File: config.mk
export PLATFORM = sky130hd
export DESIGN_NAME = wrr_burst_arbiter
export DESIGN_NICKNAME = d
export VERILOG_FILES = /design/src/rtl/wrr_burst_arbiter.sv
export SDC_FILE = /design/constraint.sdc
export NUM_CORES = 1
export LEC_CHECK = 0
export CAP_MARGIN = 20
export CORE_UTILIZATION = 42
export DETAILED_ROUTE_END_ITERATION = 7
export PLACE_DENSITY = 0.84
export SLEW_MARGIN = 20
export SYNTH_ARGS = -nofsm -noshare
export SYNTH_HDL_FRONTEND = slang
export SYNTH_SLANG_ARGS = --single-unit
File: constraint.sdc
create_clock -name clk -period 4.6 [get_ports clk]
set_input_delay 0.69 -clock clk [delete_from_list [all_inputs] [get_ports clk]]
set_output_delay 0.69 -clock clk [all_outputs]
set_load 0.02 [all_outputs]
File: src/rtl/wrr_burst_arbiter.sv
// Weighted round-robin burst arbiter.
// One requester at a time owns the shared beat port for a burst of up to
// max(weight,1) beats. The burst ends on req_last, on quota exhaustion or when
// the owner withdraws its request. Priority then rotates past the old owner.
//
//   state | meaning
//   IDLE  | no owner; arbitrate over req every cycle
//   GRANT | owner gnt_id holds the port; credit = beats still allowed
module wrr_burst_arbiter #(
    parameter int NUM_REQ  = 4,
    parameter int WEIGHT_W = 4,
    parameter int ID_W     = $clog2(NUM_REQ)
) (
    input  logic                        clk,
    input  logic                        rst_b,
    input  logic [NUM_REQ-1:0]          req,
    input  logic [NUM_REQ-1:0]          req_last,
    input  logic [NUM_REQ*WEIGHT_W-1:0] weight,
    input  logic                        ready,
    output logic [NUM_REQ-1:0]          gnt,
    output logic                        gnt_valid,
    output logic [ID_W-1:0]             gnt_id,
    output logic                        beat
);

    typedef enum logic {
        IDLE,
        GRANT
    } state_t;

    state_t                state;
    state_t                state_nxt;
    logic [NUM_REQ-1:0]    gnt_nxt;
    logic                  gnt_valid_nxt;
    logic [ID_W-1:0]       gnt_id_nxt;
    logic [ID_W-1:0]       ptr;
    logic [ID_W-1:0]       ptr_nxt;
    logic [WEIGHT_W-1:0]   credit;
    logic [WEIGHT_W-1:0]   credit_nxt;
    logic [WEIGHT_W-1:0]   quota [NUM_REQ];

    logic [NUM_REQ-1:0]    arb_req;
    logic [ID_W-1:0]       arb_base;
    logic [ID_W-1:0]       arb_pos;
    logic                  arb_found;
    logic [ID_W-1:0]       arb_idx;
    logic                  release_now;
    logic                  load;

    // A zero weight still grants one beat so a requester can never starve itself.
    for (genvar i = 0; i < NUM_REQ; i++) begin : g_quota
        assign quota[i] = (weight[i*WEIGHT_W +: WEIGHT_W] == '0) ?
                          WEIGHT_W'(1) : weight[i*WEIGHT_W +: WEIGHT_W];
    end

    assign beat = gnt_valid & req[gnt_id] & ready;

    // Rotating priority scan: start just after the last owner; in GRANT the
    // current owner is masked so a release hands over without an idle cycle.
    always_comb begin
        arb_req   = (state == GRANT) ? (req & ~gnt) : req;
        arb_base  = (state == GRANT) ? gnt_id : ptr;
        arb_found = 1'b0;
        arb_idx   = '0;
        arb_pos   = '0;
        for (int k = 1; k <= NUM_REQ; k++) begin
            arb_pos = ID_W'((int'(arb_base) + k) % NUM_REQ);
            if (!arb_found && arb_req[arb_pos]) begin
                arb_found = 1'b1;
                arb_idx   = arb_pos;
            end
        end
    end

    // Next-state and next-grant decode; withdrawal outranks any beat.
    always_comb begin
        state_nxt     = state;
        gnt_nxt       = gnt;
        gnt_valid_nxt = gnt_valid;
        gnt_id_nxt    = gnt_id;
        ptr_nxt       = ptr;
        credit_nxt    = credit;
        release_now   = 1'b0;

        case (state)
            IDLE: begin
                release_now = 1'b0;
            end
            GRANT: begin
                if (!req[gnt_id] ||
                    (beat && (req_last[gnt_id] || credit == WEIGHT_W'(1)))) begin
                    release_now = 1'b1;
                    ptr_nxt     = gnt_id;
                end else if (beat) begin
                    credit_nxt = credit - WEIGHT_W'(1);
                end
            end
            default: begin
                state_nxt = IDLE;
            end
        endcase

        load = (state == IDLE) || release_now;
        if (load) begin
            if (arb_found) begin
                state_nxt     = GRANT;
                gnt_nxt       = NUM_REQ'(1) << arb_idx;
                gnt_valid_nxt = 1'b1;
                gnt_id_nxt    = arb_idx;
                credit_nxt    = quota[arb_idx];
            end else begin
                state_nxt     = IDLE;
                gnt_nxt       = '0;
                gnt_valid_nxt = 1'b0;
                gnt_id_nxt    = '0;
            end
        end
    end

    // State, grant, credit and rotation pointer registers.
    always_ff @(posedge clk or negedge rst_b) begin
        if (!rst_b) begin
            state     <= IDLE;
            gnt       <= '0;
            gnt_valid <= 1'b0;
            gnt_id    <= '0;
            credit    <= '0;
            ptr       <= ID_W'(NUM_REQ - 1);
        end else begin
            state     <= state_nxt;
            gnt       <= gnt_nxt;
            gnt_valid <= gnt_valid_nxt;
            gnt_id    <= gnt_id_nxt;
            credit    <= credit_nxt;
            ptr       <= ptr_nxt;
        end
    end

endmodule

== Yosys cells after proc, flatten, opt, wreduce, memory -nomap -nowiden ==
Index checks and enable logic that the tools add are counted.

* Shift-type cells: 1
* Eq/ne operators: 1
* Reductions and logical operators: 16
* Bitwise gates (word level): 6
* Magnitude comparators: 6
* Multipliers: 0
* Muxes and demuxes: 39
* Divide/modulo/power cells: 0
* Add/sub/neg operators: 5

{| class="wikitable"
|+ Operators with widths
! operator !! count
|-
| two-way mux 4 bit || 13
|-
| zero test 4 bit || 4
|-
| less-than comparator 2 x 3 -> 1 bit (second input constant) || 5
|-
| binary-select mux 1 bit (select 2 bit) || 6
|-
| two-way mux 1 bit || 12
|-
| two-way mux 2 bit || 6
|-
| binary-select mux 4 bit (select 2 bit) || 1
|-
| adder 2 x 1 -> 2 bit (second input constant) || 2
|-
| adder 2 bit (second input constant) || 2
|-
| bitwise AND 4 bit || 1
|-
| equality test 4 x 1 -> 1 bit (second input constant) || 1
|-
| logical AND 1 bit || 4
|-
| zero test 1 bit || 4
|-
| NOT 4 bit || 1
|-
| left shift 1 x 2 -> 4 bit (first input constant) || 1
|-
| subtractor 4 x 1 -> 4 bit (second input constant) || 1
|-
| >= comparator 3 bit (second input constant) || 1
|-
| logical OR 1 bit || 3
|-
| NOT 2 -> 3 bit || 1
|-
| bitwise AND 1 bit || 2
|-
| one-hot mux 1 bit (2 select lines) || 1
|-
| AND reduction 2 bit || 1
|-
| NOT 1 bit || 1
|}

* Output and inout port bits: 8
* ROM bits: 0
* Input bits: 27
* Logic and storage cells: 79
* RAM bits: 0
* Register bits after elaboration: 13
* Memories kept: 0
* Bits in latches: 0

== Logic depth before layout (Yosys ltp) ==
* Word-level depth: 21
* Gate-level depth with buffers: 8
* Depth with buffers taken out: 8

== Worst setup path after synthesis ==
No wires, ideal clock.

* Kind: register to register
* Start: reg state
* End: reg credit[1]
* Library setup time: 0.126 ns
* Data arrival time: 2.189 ns
* Slack: 2.285 ns
* Data required time: 4.474 ns
* Cell stages (with the launch flop): 8
* Period minus slack after synthesis: 2.315 ns
* Path buffers: 1
* Cells stage by stage: dfrtp_1 buf_4 mux2_4 a21oi_1 a22oi_2 nor2_2 mux2_4 a311o_1

* Word-level cells in the longest chain between the ends: 20
* Elaborated cells between the ends (all ways): 45
* Classes of those cells: add/sub (4); mux (28); bitwise (4); reduce/logical (9)

{| class="wikitable"
|+ Ends and longest elaborated chain
! item !! line !! RTL
|-
| from (decl) || 31 || <nowiki>state_t state;</nowiki>
|-
| from (signal assigned) || 130 || <nowiki>state <= state_nxt;</nowiki>
|-
| two-way mux 2 bit || 62 || <nowiki>arb_base = (state == GRANT) ? gnt_id : ptr;</nowiki>
|-
| adder 2 x 1 -> 2 bit || 67 || <nowiki>arb_pos = ID_W'((int'(arb_base) + k) % NUM_REQ);</nowiki>
|-
| binary-select mux 1 bit (select 2 bit) || 68 || <nowiki>if (!arb_found && arb_req[arb_pos]) begin</nowiki>
|-
| two-way mux 1 bit (not written as such) || 68 ||
|-
| two-way mux 1 bit || 68 ||
|-
| zero test 1 bit || 68 ||
|-
| logical AND 1 bit || 68 ||
|-
| two-way mux 1 bit || 68 ||
|-
| [4 not listed] || n/a ||
|-
| logical AND 1 bit || 68 ||
|-
| two-way mux 2 bit || 68 ||
|-
| NOT 2 -> 3 bit (not written as such) || 110 || <nowiki>credit_nxt = quota[arb_idx];</nowiki>
|-
| binary-select mux 4 bit (select 2 bit) || 110 ||
|-
| two-way mux 4 bit (not written as such) (2 in series) || 110 ||
|-
| two-way mux 4 bit || 105 || <nowiki>if (arb_found) begin</nowiki>
|-
| two-way mux 4 bit * || 104 || <nowiki>if (load) begin</nowiki>
|-
| via credit_nxt[1] || 39 || <nowiki>logic [WEIGHT_W-1:0] credit_nxt;</nowiki>
|-
| to (signal assigned) || 134 || <nowiki>credit <= credit_nxt;</nowiki>
|-
| to (decl) || 38 || <nowiki>logic [WEIGHT_W-1:0] credit;</nowiki>
|}

The timed path passes the listed nets; every way through them passes the cells marked *. The select of a mux whose other input is x is not followed.
A chain may end at the register's enable or synchronous reset.

== Worst setup path in the final report ==
* Start: in req[1]
* End: out beat

* Word-level cells in the longest chain between the ends: 4

{| class="wikitable"
|+ Ends and longest elaborated chain
! item !! line !! RTL
|-
| from (decl) || 16 || <nowiki>input logic [NUM_REQ-1:0] req,</nowiki>
|-
| binary-select mux 1 bit (select 2 bit) || 56 || <nowiki>assign beat = gnt_valid & req[gnt_id] & ready;</nowiki>
|-
| two-way mux 1 bit (not written as such) || 56 ||
|-
| bitwise AND 1 bit (2 in series) || 56 ||
|-
| to (decl) || 23 || <nowiki>output logic beat</nowiki>
|}

Every way passes these cells. The select of a mux whose other input is x is not followed.

==> flow_metrics.tcl <==
set metrics [dict create \
    die_area_um2 2737 \
    finalSetupTns_ns 0 \
    clkSinkCount 13 \
    worstSetupEndpointType "primary output" \
    area_delta_synth_final_pct 36.12 \
    multi_input_area_um2 706.9 \
    slew_headroom 0.6291 \
    r2r-start "gnt_id[0]$_DFFE_PN0N_" \
    status "completed" \
    n_fill_cell 189 \
    ys.flop_type "dfrtp_1" \
    cp_common_cell "clkdlybuf4s50_1" \
    cts_buffers 3 \
    dr.pass1.iters 4 \
    cts_tree "yes" \
    h-tree-depth 1 \
    diodes 0 \
    cp.buffers_inverters 2 \
    setup_violations 0 \
    wl_per_cell_um 17.25 \
    finClkSkew_ns 0.004115 \
    yosys_warnings 0 \
    r2r_setup_slack_ns 1.87 \
    synth.top_cell.area_share 0.2588 \
    grt_pass1_vias 989 \
    grt_max_degree 18 \
    path_clk_slew_ns 0.08 \
    seq_area_um2 327.8 \
    fin_crit_ns 3.193 \
    maxCapViolCount 0 \
    routed_wl_um 2967 \
    holdCritPathClass "reg2reg" \
    cp.depth 4 \
    fmaxAchievable_mhz 313.2 \
    ant_nets 0 \
    first_iter_violations 21 \
    worstReg2RegEnd "credit[1]$_DFF_PN0_" \
    final_common_cell "clkdlybuf4s50_1" \
    cts_hold_buffers 0 \
    cts-root-buf "clkbuf_4" \
    setup.worst_path.start_class "input port" \
    crit_end "beat" \
    cp.arrival_ns 2.50 \
    grt_pass1_wl_um 4643 \
    gp_congestion 0.8743 \
    fin_nets 174 \
    p_per_area_nw_per_um2 627.2 \
    synth_edf_count 0 \
    dpl.hpwl_um 2338 \
    syn_area_per_cell_um2 9.757 \
    ys_types 42 \
    cpLargestDelayFamily "buffers and inverters" \
    fin_cells 172 \
    synth_top_area_cell "dfrtp_1" \
    vias_per_cell 5.797 \
    core_um2 2297 \
    overflow 0 \
    cp_slowest_cell "clkdlybuf4s50_1" \
    slowest_delay_ns 0.55 \
    ys_seq_area_frac 0.3082 \
    boundaryPins 35 \
    ff2ff_path_depth 6 \
    cts_setup_buffers 0 \
    crit_type "in2out" \
    ys_seq_elements 13 \
    p_leak_nw 0.6052 \
    grt_usage 0.2404 \
    drc 0 \
    syn_area_um2 1064 \
    antenna_found_initial 0 \
    post_cts_resized 0 \
    die_w_um 52.32 \
    irDropWorstVdd_mv 0.3492 \
    start_util 0.4630 \
    final_hold_viol_count 0 \
    max_slew.worst_pin.slew_ns 0.5545 \
    rsz0062_at_grt "false" \
    num_rows 17 \
    syn_nets 138 \
    crit_start "req[1]" \
    clock_path_buffers 2 \
    final_cell_mix "clkdlybuf4s50_1, dfrtp_1, nor2_1, mux2i_1, nand2_1" \
    critPathMaxFanout 7 \
    netlist_instances 109 \
    crit_chain "clkdlybuf4s50_1 > mux4_2 > and3_1 > clkdlybuf4s50_1" \
    async_reset_ff_frac 1.000 \
    io_buffers 34 \
    timing.final.crit_share 0.6942 \
    vias 997 \
    dp_cells 168 \
    clock_latency_ns 0.29 \
    cp.required_ns 3.91 \
    slew_viol_final 0 \
    drive_above_1_share 0.1250 \
    fp.dieH_um 52.32 \
    synth_area_leaders "dfrtp_1, mux2i_1, mux2_2" \
]
==> cell usage after synthesis, types with 2 or more instances <==
| library cell | count |
|---|---|
| a21boi_0 | 4 |
| a21o_1 | 2 |
| a21oi_1 | 5 |
| a22o_1 | 2 |
| a22oi_2 | 2 |
| and3_1 | 2 |
| dfrtp_1 | 11 |
| dfstp_2 | 2 |
| ha_1 | 2 |
| inv_1 | 3 |
| mux2_2 | 5 |
| mux2_4 | 2 |
| mux2i_1 | 10 |
| nand2_1 | 6 |
| nand2b_1 | 3 |
| nand3_1 | 2 |
| nor2_1 | 10 |
| nor3_1 | 4 |
| nor3b_1 | 3 |
| o21ai_0 | 4 |
| o21ai_1 | 2 |
| o31ai_1 | 2 |
| xnor2_1 | 2 |
==> per-stage QoR <==
stage | worst slack (ns) | hold WS, ns | cell area [um^2] | total power, mW | util
floorplan | 2.285 | 0.3944 | 1064 | 0.6592 | -
global placement | 1.437 | 0.5395 | 1421 | 0.7991 | 0.6187
detailed placement | 1.417 | 0.5611 | 1421 | 0.8200 | 0.6187
CTS | 1.414 | 0.5832 | 1448 | 0.9028 | 0.6302
global route | 1.337 | 0.6100 | 1448 | 0.9777 | 0.6302
finish | 1.407 | 0.5797 | 1448 | 0.9080 | 0.6302
==> area by class of cell <==
type                            instances  area share
Multi-Input combinational cell         90      0.4883
Timing Repair Buffer                   34      0.2351
Sequential cell                        13      0.2264
Tap cell                               28     0.02420
Clock buffer                            4     0.01815
Inverter                                3    0.007779
==> sequential cells by signal, indices dropped and copies added, names as in the netlist <==
name / count
gnt_id: 2
ptr: 2
state: 1
credit: 4
gnt: 4
==> worst min path at each step <==
| stage | start | end | cells after the start |
|---|---|---|---|
| 3_5_place_dp | gnt[3]$_DFFE_PN0N_ | gnt[3]$_DFFE_PN0N_ | 1 |
| 4_1_cts | gnt[3]$_DFFE_PN0N_ | gnt[3]$_DFFE_PN0N_ | 1 |
| 5_1_grt | gnt[3]$_DFFE_PN0N_ | gnt[3]$_DFFE_PN0N_ | 1 |
| 3_3_place_gp | gnt[0]$_DFFE_PN0N_ | gnt[0]$_DFFE_PN0N_ | 2 |
| 2_1_floorplan | rst_b | credit[0]$_DFF_PN0_ | 0 |
| 6_report | gnt[3]$_DFFE_PN0N_ | gnt[3]$_DFFE_PN0N_ | 1 |
==> cell families after synthesis <==
kind of cell | count (synthesis) | share of synthesized area
adders and majority gates | 2 | 0.02353
AOI/OAI and AO/OA | 31 | 0.2235
muxes | 19 | 0.2212
and+or+nand+nor | 35 | 0.1718
buffers and inverters | 6 | 0.02705
DFF | 13 | 0.3082
xor gates and xnor gates | 3 | 0.02471
==> where the power goes <==
part / internal (mW) / switching (mW) / leakage (nW)
logic: 0.292 / 0.299 / 0.438
registers: 0.176 / 0.0695 / 0.152
clock network: 0.0338 / 0.0383 / 0.0150
==> routing by layer <==
metal / GRT usage / vias up / share of wire
li1: - / 483 / -
met1: 0.2834 / 476 / 0.42
met2: 0.4156 / 31 / 0.50
met3: 0.04058 / 7 / 0.048
met4: 0.1184 / 0 / 0.024
met5: 0 / - / 0
Note: power is estimated with default switching activity, not from simulation.
